File: src/rtl/Pipe_Buf_Reg_PKG.sv
// Shared types and helpers for the pipeline hazard controller.
//   hz_state_t : controller FSM states (RUN, LSTALL, DRAIN, HALTED)
//   PERF_W     : width of the performance counters
//   sel_w()    : forwarding-select width for a given number of forwarding stages
//   cnt_w()    : width of the stall/drain countdown counter
//   perf_inc() : saturating increment for the performance counters
package Pipe_Buf_Reg_PKG;

    typedef enum logic [1:0] {
        RUN    = 2'd0,
        LSTALL = 2'd1,
        DRAIN  = 2'd2,
        HALTED = 2'd3
    } hz_state_t;

    localparam int unsigned PERF_W = 16;

    // 0 selects the register file, k selects forwarding stage k-1.
    function automatic int unsigned sel_w(input int unsigned fwd_stages);
        return $clog2(fwd_stages + 1);
    endfunction

    // Counter must hold both LOAD_LAT-1 and DRAIN_CYC; never narrower than 1 bit.
    function automatic int unsigned cnt_w(input int unsigned load_lat,
                                          input int unsigned drain_cyc);
        int unsigned max_val;
        max_val = (load_lat > drain_cyc) ? load_lat : drain_cyc;
        return (max_val < 1) ? 1 : $clog2(max_val + 1);
    endfunction

    // Counters stick at all-ones instead of wrapping.
    function automatic logic [PERF_W-1:0] perf_inc(input logic [PERF_W-1:0] v);
        return (v == {PERF_W{1'b1}}) ? v : v + PERF_W'(1);
    endfunction

endpackage

File: src/rtl/fwd_select.sv
// Forwarding priority encoder for one EX operand.
//   rs           : source register of the operand in EX
//   fwd_rd       : destination register per forwarding stage (stage 0 in LSBs)
//   fwd_regwrite : write-enable per forwarding stage
//   sel          : 0 = register file, k = forward from stage k-1 (youngest wins)
module fwd_select #(
    parameter int unsigned RF_ADDRESS = 5,
    parameter int unsigned FWD_STAGES = 2,
    parameter int unsigned SEL_W      = 2
) (
    input  logic [RF_ADDRESS-1:0]            rs,
    input  logic [FWD_STAGES*RF_ADDRESS-1:0] fwd_rd,
    input  logic [FWD_STAGES-1:0]            fwd_regwrite,
    output logic [SEL_W-1:0]                 sel
);

    logic [FWD_STAGES-1:0] hit;

    // Per-stage match; register 0 is hard-wired zero and never forwarded.
    for (genvar k = 0; k < FWD_STAGES; k++) begin : g_hit
        assign hit[k] = fwd_regwrite[k]
                     && (fwd_rd[k*RF_ADDRESS +: RF_ADDRESS] == rs)
                     && (fwd_rd[k*RF_ADDRESS +: RF_ADDRESS] != '0);
    end

    // Scan from the oldest stage down so the lowest index (youngest result) wins.
    always_comb begin
        sel = '0;
        for (int k = FWD_STAGES - 1; k >= 0; k--) begin
            if (hit[k]) begin
                sel = SEL_W'(k + 1);
            end
        end
    end

endmodule

File: src/rtl/pipe_hazard_ctrl.sv
// Pipeline hazard controller: load-use stalls, branch/halt flushes,
// operand forwarding selects, halt draining and performance counters.
//   clk, reset                : clock, synchronous active-high reset
//   id_valid, id_rs1, id_rs2  : instruction currently in ID
//   ex_rs1, ex_rs2, ex_rd     : instruction currently in EX
//   ex_memread                : EX instruction is a load
//   fwd_rd, fwd_regwrite      : destination/write-enable per forwarding stage
//   br_taken, halt_req        : EX redirect and halt requests
//   stall                     : hold PC and IF/ID, bubble ID/EX
//   flush_if_id, flush_id_ex  : clear the named pipeline register
//   fwd_a_sel, fwd_b_sel      : operand forwarding selects
//   halted                    : core stopped until reset
//   stall_count, flush_count  : saturating performance counters
module pipe_hazard_ctrl
    import Pipe_Buf_Reg_PKG::*;
#(
    parameter int unsigned  RF_ADDRESS = 5,
    parameter int unsigned  FWD_STAGES = 2,
    parameter int unsigned  LOAD_LAT   = 1,
    parameter int unsigned  DRAIN_CYC  = 3,
    localparam int unsigned SEL_W      = sel_w(FWD_STAGES)
) (
    input  logic                            clk,
    input  logic                            reset,
    input  logic                            id_valid,
    input  logic [RF_ADDRESS-1:0]           id_rs1,
    input  logic [RF_ADDRESS-1:0]           id_rs2,
    input  logic [RF_ADDRESS-1:0]           ex_rs1,
    input  logic [RF_ADDRESS-1:0]           ex_rs2,
    input  logic [RF_ADDRESS-1:0]           ex_rd,
    input  logic                            ex_memread,
    input  logic [FWD_STAGES*RF_ADDRESS-1:0] fwd_rd,
    input  logic [FWD_STAGES-1:0]           fwd_regwrite,
    input  logic                            br_taken,
    input  logic                            halt_req,
    output logic                            stall,
    output logic                            flush_if_id,
    output logic                            flush_id_ex,
    output logic [SEL_W-1:0]                fwd_a_sel,
    output logic [SEL_W-1:0]                fwd_b_sel,
    output logic                            halted,
    output logic [PERF_W-1:0]               stall_count,
    output logic [PERF_W-1:0]               flush_count
);

    localparam int unsigned     CNT_W        = cnt_w(LOAD_LAT, DRAIN_CYC);
    localparam logic [CNT_W-1:0] LSTALL_LOAD = CNT_W'(LOAD_LAT - 1);
    localparam logic [CNT_W-1:0] DRAIN_LOAD  = CNT_W'(DRAIN_CYC);
    localparam bit               MULTI_STALL = (LOAD_LAT > 1);

    hz_state_t        state;
    logic [CNT_W-1:0] cnt;
    logic             load_use;
    logic             active;
    logic             cnt_last;

    // Load in EX writes a register the ID instruction is about to read.
    assign load_use = id_valid && ex_memread && (ex_rd != '0)
                   && ((ex_rd == id_rs1) || (ex_rd == id_rs2));

    // Branch/halt requests are only honoured while instructions still flow.
    assign active   = (state == RUN) || (state == LSTALL);

    // Countdown reaches zero on this edge (or was already zero).
    assign cnt_last = (cnt <= CNT_W'(1));

    assign halted   = (state == HALTED);

    // Operand forwarding, independent of the FSM.
    fwd_select #(
        .RF_ADDRESS (RF_ADDRESS),
        .FWD_STAGES (FWD_STAGES),
        .SEL_W      (SEL_W)
    ) u_fwd_a (
        .rs           (ex_rs1),
        .fwd_rd       (fwd_rd),
        .fwd_regwrite (fwd_regwrite),
        .sel          (fwd_a_sel)
    );

    fwd_select #(
        .RF_ADDRESS (RF_ADDRESS),
        .FWD_STAGES (FWD_STAGES),
        .SEL_W      (SEL_W)
    ) u_fwd_b (
        .rs           (ex_rs2),
        .fwd_rd       (fwd_rd),
        .fwd_regwrite (fwd_regwrite),
        .sel          (fwd_b_sel)
    );

    // Same-cycle stall/flush decode; a flush always beats a stall.
    always_comb begin
        stall       = 1'b0;
        flush_if_id = 1'b0;
        flush_id_ex = 1'b0;
        if (active) begin
            if (halt_req || br_taken) begin
                flush_if_id = 1'b1;
                flush_id_ex = 1'b1;
            end else if ((state == LSTALL) || load_use) begin
                stall = 1'b1;
            end
        end else begin
            // DRAIN and HALTED freeze the front end.
            stall = 1'b1;
        end
    end

    // Controller FSM, countdown and performance counters.
    always_ff @(posedge clk) begin
        if (reset) begin
            state       <= RUN;
            cnt         <= '0;
            stall_count <= '0;
            flush_count <= '0;
        end else begin
            unique case (state)
                RUN: begin
                    if (halt_req) begin
                        state <= DRAIN;
                        cnt   <= DRAIN_LOAD;
                    end else if (br_taken) begin
                        cnt <= '0;
                    end else if (load_use && MULTI_STALL) begin
                        state <= LSTALL;
                        cnt   <= LSTALL_LOAD;
                    end
                end
                LSTALL: begin
                    if (halt_req) begin
                        state <= DRAIN;
                        cnt   <= DRAIN_LOAD;
                    end else if (br_taken || cnt_last) begin
                        state <= RUN;
                        cnt   <= '0;
                    end else begin
                        cnt <= cnt - CNT_W'(1);
                    end
                end
                DRAIN: begin
                    if (cnt_last) begin
                        state <= HALTED;
                        cnt   <= '0;
                    end else begin
                        cnt <= cnt - CNT_W'(1);
                    end
                end
                HALTED: begin
                    state <= HALTED;
                end
                default: begin
                    state <= RUN;
                    cnt   <= '0;
                end
            endcase

            if (stall && (state != HALTED)) begin
                stall_count <= perf_inc(stall_count);
            end
            if (flush_id_ex) begin
                flush_count <= perf_inc(flush_count);
            end
        end
    end

endmodule

File: config.mk
export PLATFORM = sky130hd
export DESIGN_NAME = pipe_hazard_ctrl
export DESIGN_NICKNAME = d
export VERILOG_FILES = /design/src/rtl/Pipe_Buf_Reg_PKG.sv /design/src/rtl/fwd_select.sv /design/src/rtl/pipe_hazard_ctrl.sv
export SDC_FILE = /design/constraint.sdc
export NUM_CORES = 1
export LEC_CHECK = 0
export BUFFER_PORTS_ARGS = -buffer_cell sky130_fd_sc_hd__buf_2
export CAP_MARGIN = 25
export CORE_UTILIZATION = 50
export DETAILED_ROUTE_END_ITERATION = 16
export GPL_ROUTABILITY_DRIVEN = 1
export GPL_TIMING_DRIVEN = 0
export PLACE_DENSITY = 0.8
export SKIP_CTS_REPAIR_TIMING = 1
export SYNTH_ARGS = -nofsm -noshare
export SYNTH_HDL_FRONTEND = slang
export SYNTH_SLANG_ARGS = --single-unit
File: constraint.sdc
create_clock -name clk -period 2.45 [get_ports clk]
set_input_delay 0.245 -clock clk [delete_from_list [all_inputs] [get_ports clk]]
set_output_delay 0.245 -clock clk [all_outputs]
set_load 0.05 [all_outputs]
==> results of run 1 <==
-- cell usage in the layout, fill, tap and decap left out, types with 3 or more instances in the layout --
cell / synthesis / final
nand2_1: 11 / 11
inv_1: 10 / 10
or3_1: 7 / 7
xor2_1: 38 / 38
nand3_1: 12 / 12
and3_1: 4 / 4
buf_2: 1 / 83
dfxtp_1: 36 / 35
o21ai_0: 13 / 13
xnor2_1: 9 / 9
clkbuf_1: 5 / 5
nor2b_1: 4 / 4
nor2_1: 33 / 33
nor3_1: 5 / 5
a21oi_1: 18 / 18
nand4_1: 9 / 9
ha_1: 10 / 9
clkbuf_8: 0 / 7
or4_1: 8 / 8
o21ai_1: 3 / 3
nor4_2: 0 / 4
-- registers in the layout (all words and copies together) (netlist names) --
name,count
cnt,2
flush_count,16
stall_count,16
state,2
-- layer usage --
layer  GRT usage [%]  wire [um]  vias to the layer above
met3            4.51        199                        5
met4            6.67         44                        0
met2            40.1       2620                       54
met1            28.2       2380                     1047
li1                -          -                     1154
met5               0          0                        -
-- metrics by stage --
step / utilization, % / instances / hold slack [ps] / instance area [um2]
after floorplan: - / 275 / 457 / 2320
after CTS: 66.0 / 416 / 350 / 2890
after global routing: 66.0 / 416 / 358 / 2900
after detailed placement: 63.8 / 409 / 491 / 2800
final: 66.0 / 416 / 344 / 2900
after global placement: 63.8 / 409 / 483 / 2800
-- where the power goes --
group	internal [mW]	switching, mW	total, mW	leakage [nW]
Clock	0.250	0.202	0.453	0.0503
Combinational	0.315	0.620	0.934	0.934
Sequential	0.644	0.0688	0.713	0.292
Total	1.21	0.891	2.10	1.28
-- layout make-up --
| class | instances | area share (%) |
|---|---|---|
| multi-input combinational | 221 | 52.5 |
| sequential | 36 | 24.9 |
| timing repair buffer | 82 | 14.2 |
| clock buffer | 7 | 3.33 |
| tap | 52 | 2.25 |
| buffer | 8 | 1.47 |
| inverter | 10 | 1.30 |
-- cells by family (layout without fill, tap and decap cells) --
group                    after synthesis  after routing  synth area share [%]
XOR/XNOR                              47             47                  17.9
flip-flops                            36             36                  31.4
multiplexers                           5              5                  2.67
AO/OA/AOI/OAI                         49             49                  13.1
AND/OR/NAND/NOR                      110            110                  26.0
buffers and inverters                 18            107                  3.49
adder cells (fa/ha/maj)               10             10                  5.45
-- critical path, stage by stage (launching register included) --
cell     delay, ps
dfxtp_1        350
inv_1          150
ha_2           260
or4b_1         440
o21ai_1        110
o21ai_1         80
o21a_2         160
buf_6          150
nor3_2         170
mux2_4         310
-- worst paths after layout --
kind / cells past startpoint / endpoint / start / slack [ps]
setup / recovery: 9 / stall_count[7] / state[1] / 160
hold / removal: 3 / stall_count[5] / reset / 340
setup reg to reg: 9 / stall_count[7] / state[1] / 160
hold reg to reg: 2 / stall_count[9] / stall_count[9] / 500
==> results.yml, run 1 <==
synthesis:
  yosysMostFrequentCell: "xor2_1"
  synth_top_cell_area_share_pct: 31.4
  synth_commonest_cells: "xor2_1 (38), dfxtp_1 (36), nor2_1 (33)"
  synth-seq-cells: 36
  ys_async_sr_fraction_pct: 0
  yosysTopAreaCell: "dfxtp_1"
  ys_seq_area_share_pct: 31.4
  syn_area_um2: 2290
  synth_area_leaders: "dfxtp_1 (31%), xor2_1 (15%), ha_1 (5.5%), nor2_1 (5.4%), a21oi_1 (3.9%)"
  synth-edff-count: 0
  yosysWarnings: 0
  syn_inst: 275
  synthFlopType: "dfxtp_1"
  ys_types: 45
  avgSynthCellArea_um2: 8.34
  synth_fp_nets: 328
global_route:
  grt_pass1_vias: 2091
  antenna_found_initial: 0
  grt_util_all_layers_pct: 22.8
  grt-ovfl-total: 0
  grt_pass1_wl_um: 9070
  grt_max_degree: 11
worst_hold_path:
  hold_path_class: "in2reg"
setup_path:
  cp-end-kind: "flop"
  arrival_ps: 2470
  startpoint_type: "flop"
  crit_required_ps: 2630
  cp_max_fo: 10
  path_class: "reg2reg"
power:
  pwr_density_cell_nw_per_um2: 725
  vdd_drop_max_mv: 1.08
  report.power.total_mw: 2.10
  power_leakage_nw: 1.28
cts:
  clk_latency_ps: 290
  clkSinkCount: 36
  clockBufferDepth: 2
  cts_tree: "built"
  htree_levels: 2
  root_buffer: "clkbuf_8"
  clk_pin_slew_ps: 70
  cts_made_buffers: 5
sta:
  rsz0062_at_grt: "false"
  period_minus_slack_ps: 2290
  worstMarginPinSlew_ps: 500
  setup_viol: 0
  hold_viol_final: 0
  min_period_over_period_pct: 93.4
  setup_tns_ps: 0
  fmax_ghz: 0.437
  worst_slack_ps: 163
  relSlewSlack_pct: 66.6
  finClkSkew_ps: 5.07
  maxSlewViolCount: 0
finish:
  drive_above_1_share_pct: 29.9
  antenna_cells: 0
  fill_cells: 364
  syn_to_final_growth_pct: 26.2
  layout.nets: 417
  regArea_um2: 722
  multi_input_area_um2: 1520
die:
  die_y_um: 69.7
  rows: 24
  ios: 83
  die-area_um2: 4860
  start_util_pct: 52.3
  die_w_um: 69.7
  core_area_um2: 4380
detailed_routing:
  first_iter_violations: 95
  drc: 0
  routedWlPerCell_um: 12.6
  vias_per_cell: 5.43
  drt-pass1-iter-count: 4
  ant_nets: 0
  vias: 2260
  routed_wl_um: 5250
run_status:
  status: "finished, final reports clean"
place:
  place_ws_ps: 120
  portBuffers: 82
  gp_congestion: 0.846
  dp_hpwl_um: 4010
run:
  drv_cap: 0
Power figures use the tool's default switching activity.
==> run 2, diff against run 1 <==
- CORE_UTILIZATION: 50 -> 45
- PLACE_DENSITY: 0.8 -> 0.74
==> run 2 against run 1 <==
First-iteration DRC count is 5.3% higher. Critical path depth stayed put. Worst setup slack better by 13 ps. Die area is 11% higher. Combinational power hardly changed. Final cell count is 3.8% higher. Worst hold slack worse by 14 ps. Clock power is 27% higher. Sequential power hardly changed. Maximum frequency is 0.59% higher. Global-route usage is 1.8 points lower. Largest cell class unchanged.
==> results.yml, run 2 (same netlist as run 1, synthesis figures left out) <==
place:
  gp_congestion: 0.849
  dp_hpwl_um: 4210
  portBuffers: 82
  post-place-cells: 424
  place_ws_ps: 101
detailed_routing:
  drc: 0
  vias: 2277
  vias_per_cell: 5.27
  routedWlPerCell_um: 12.6
  routed_wl_um: 5430
  ant_nets: 0
  drt-pass1-iter-count: 4
  first_iter_violations: 100
finish:
  mostFrequentLayoutCell: "buf_2"
  syn_to_final_growth_pct: 28.3
  drive_above_1_share_pct: 30.4
  antenna_cells: 0
  largestRegisters: "flush_count (16), stall_count (16)"
  fin_cells: 432
  layout.nets: 417
  layout_common_cells: "buf_2 (83), xor2_1 (38), dfxtp_1 (35)"
setup_path:
  r2r-end: "stall_count[7]"
  crit_chain: "inv_2 -> ha_2 -> or4b_1 -> o21ai_1 -> o21ai_1 -> o21a_2 -> buf_6 -> nor3_2 -> mux2_4"
  startpoint_type: "flop"
  critical_path_buf_inv_count: 2
  reg2reg_from: "state[1]"
  cp_common_cell: "o21ai_1"
  path_delay_family: "simple AND/OR/NAND/NOR gates"
  cp_max_fo: 10
  slowest_delay_ps: 440
  rrSetupSlack_ps: 180
  path_class: "reg2reg"
  crit_required_ps: 2640
  ff2ff_path_depth: 9
  arrival_ps: 2460
  crit_cells: 9
  cp_slowest_cell: "or4b_1"
  cp-end-kind: "flop"
worst_hold_path:
  whs_endpoint: "stall_count[5]"
  hold_path_class: "in2reg"
  holdPathStages: 3
  hold_start: "reset"
cts:
  clk_pin_slew_ps: 70
  clk_latency_ps: 290
  cts_tree: "built"
  clockBufferDepth: 2
  cts_made_buffers: 5
  htree_levels: 2
  clkSinkCount: 36
  root_buffer: "clkbuf_8"
global_route:
  grt-ovfl-total: 0
  grt_max_degree: 12
  antenna_found_initial: 0
  grt_pass1_vias: 2062
  grt_pass1_wl_um: 8860
  grt_util_all_layers_pct: 21.0
power:
  power_leakage_nw: 1.29
  pwr_density_cell_nw_per_um2: 756
  vdd_drop_max_mv: 0.814
sta:
  hold_viol_final: 0
  hold_slack_ps: 331
  maxSlewViolCount: 0
  relSlewSlack_pct: 68.6
  fmax_ghz: 0.440
  rsz0062_at_grt: "false"
  period_minus_slack_ps: 2270
  setup_viol: 0
  setup_tns_ps: 0
  min_period_over_period_pct: 92.8
  worstMarginPinSlew_ps: 472
  finClkSkew_ps: 3.68
  worst_slack_ps: 176
die:
  die_w_um: 73.4
  ios: 83
  core_area_um2: 4820
  start_util_pct: 47.6
  die_y_um: 73.4
  rows: 25
  die-area_um2: 5390
run:
  drv_cap: 0
run_status:
  status: "finished, final reports clean"
==> run 2: how the worst max path moves through the flow <==
| stage | end | startpoint | slack [ps] |
|---|---|---|---|
| after global routing | stall_count[1] | stall_count[1] | 20 |
| after detailed placement | stall_count[7] | state[1] | 100 |
| after floorplan | stall_count[7] | stall_count[1] | 6 |
| after global placement | stall_count[7] | state[1] | 130 |
| after CTS | stall_count[7] | state[1] | 90 |
| final | stall_count[7] | state[1] | 180 |
==> run 2: layout make-up <==
type	instances	area (um2)
clock buffer	7	96.3
buffer	8	42.5
multi-input combinational	221	1520
inverter	10	37.5
sequential	36	722
clock inverter	1	30.0
timing repair buffer	82	410
fill	454	1870
tap	67	83.8
==> run 2: worst min-delay path: cells and delay by family <==
family        cells  cell delay (ps)
buf+inv           1              120
mux               1              140
simple gates      1               90
==> run 2: through the flow <==
step	cell area, um2	power, mW	utilization (%)
after floorplan	2320	1.43	-
after global placement	2820	1.64	58.4
after detailed placement	2820	1.65	58.4
after CTS	2940	2.23	61.1
after global routing	2940	2.35	61.1
final	2940	2.23	61.1
==> run 2: power breakdown <==
| group | switching, mW | internal, mW | total [mW] |
|---|---|---|---|
| clock network | 0.218 | 0.359 | 0.577 |
| logic | 0.617 | 0.315 | 0.932 |
| registers | 0.0722 | 0.643 | 0.716 |
==> run 2: metal layers <==
| metal | share of wire (%) | GRT usage [%] | up-vias | wire length, um |
|---|---|---|---|---|
| met4 | 1.2 | 6.41 | 0 | 65 |
| met3 | 5.0 | 4.66 | 7 | 273 |
| met2 | 49 | 36.9 | 56 | 2650 |
| li1 | - | - | 1149 | - |
| met1 | 45 | 25.6 | 1065 | 2440 |
| met5 | 0 | 0 | - | 0 |
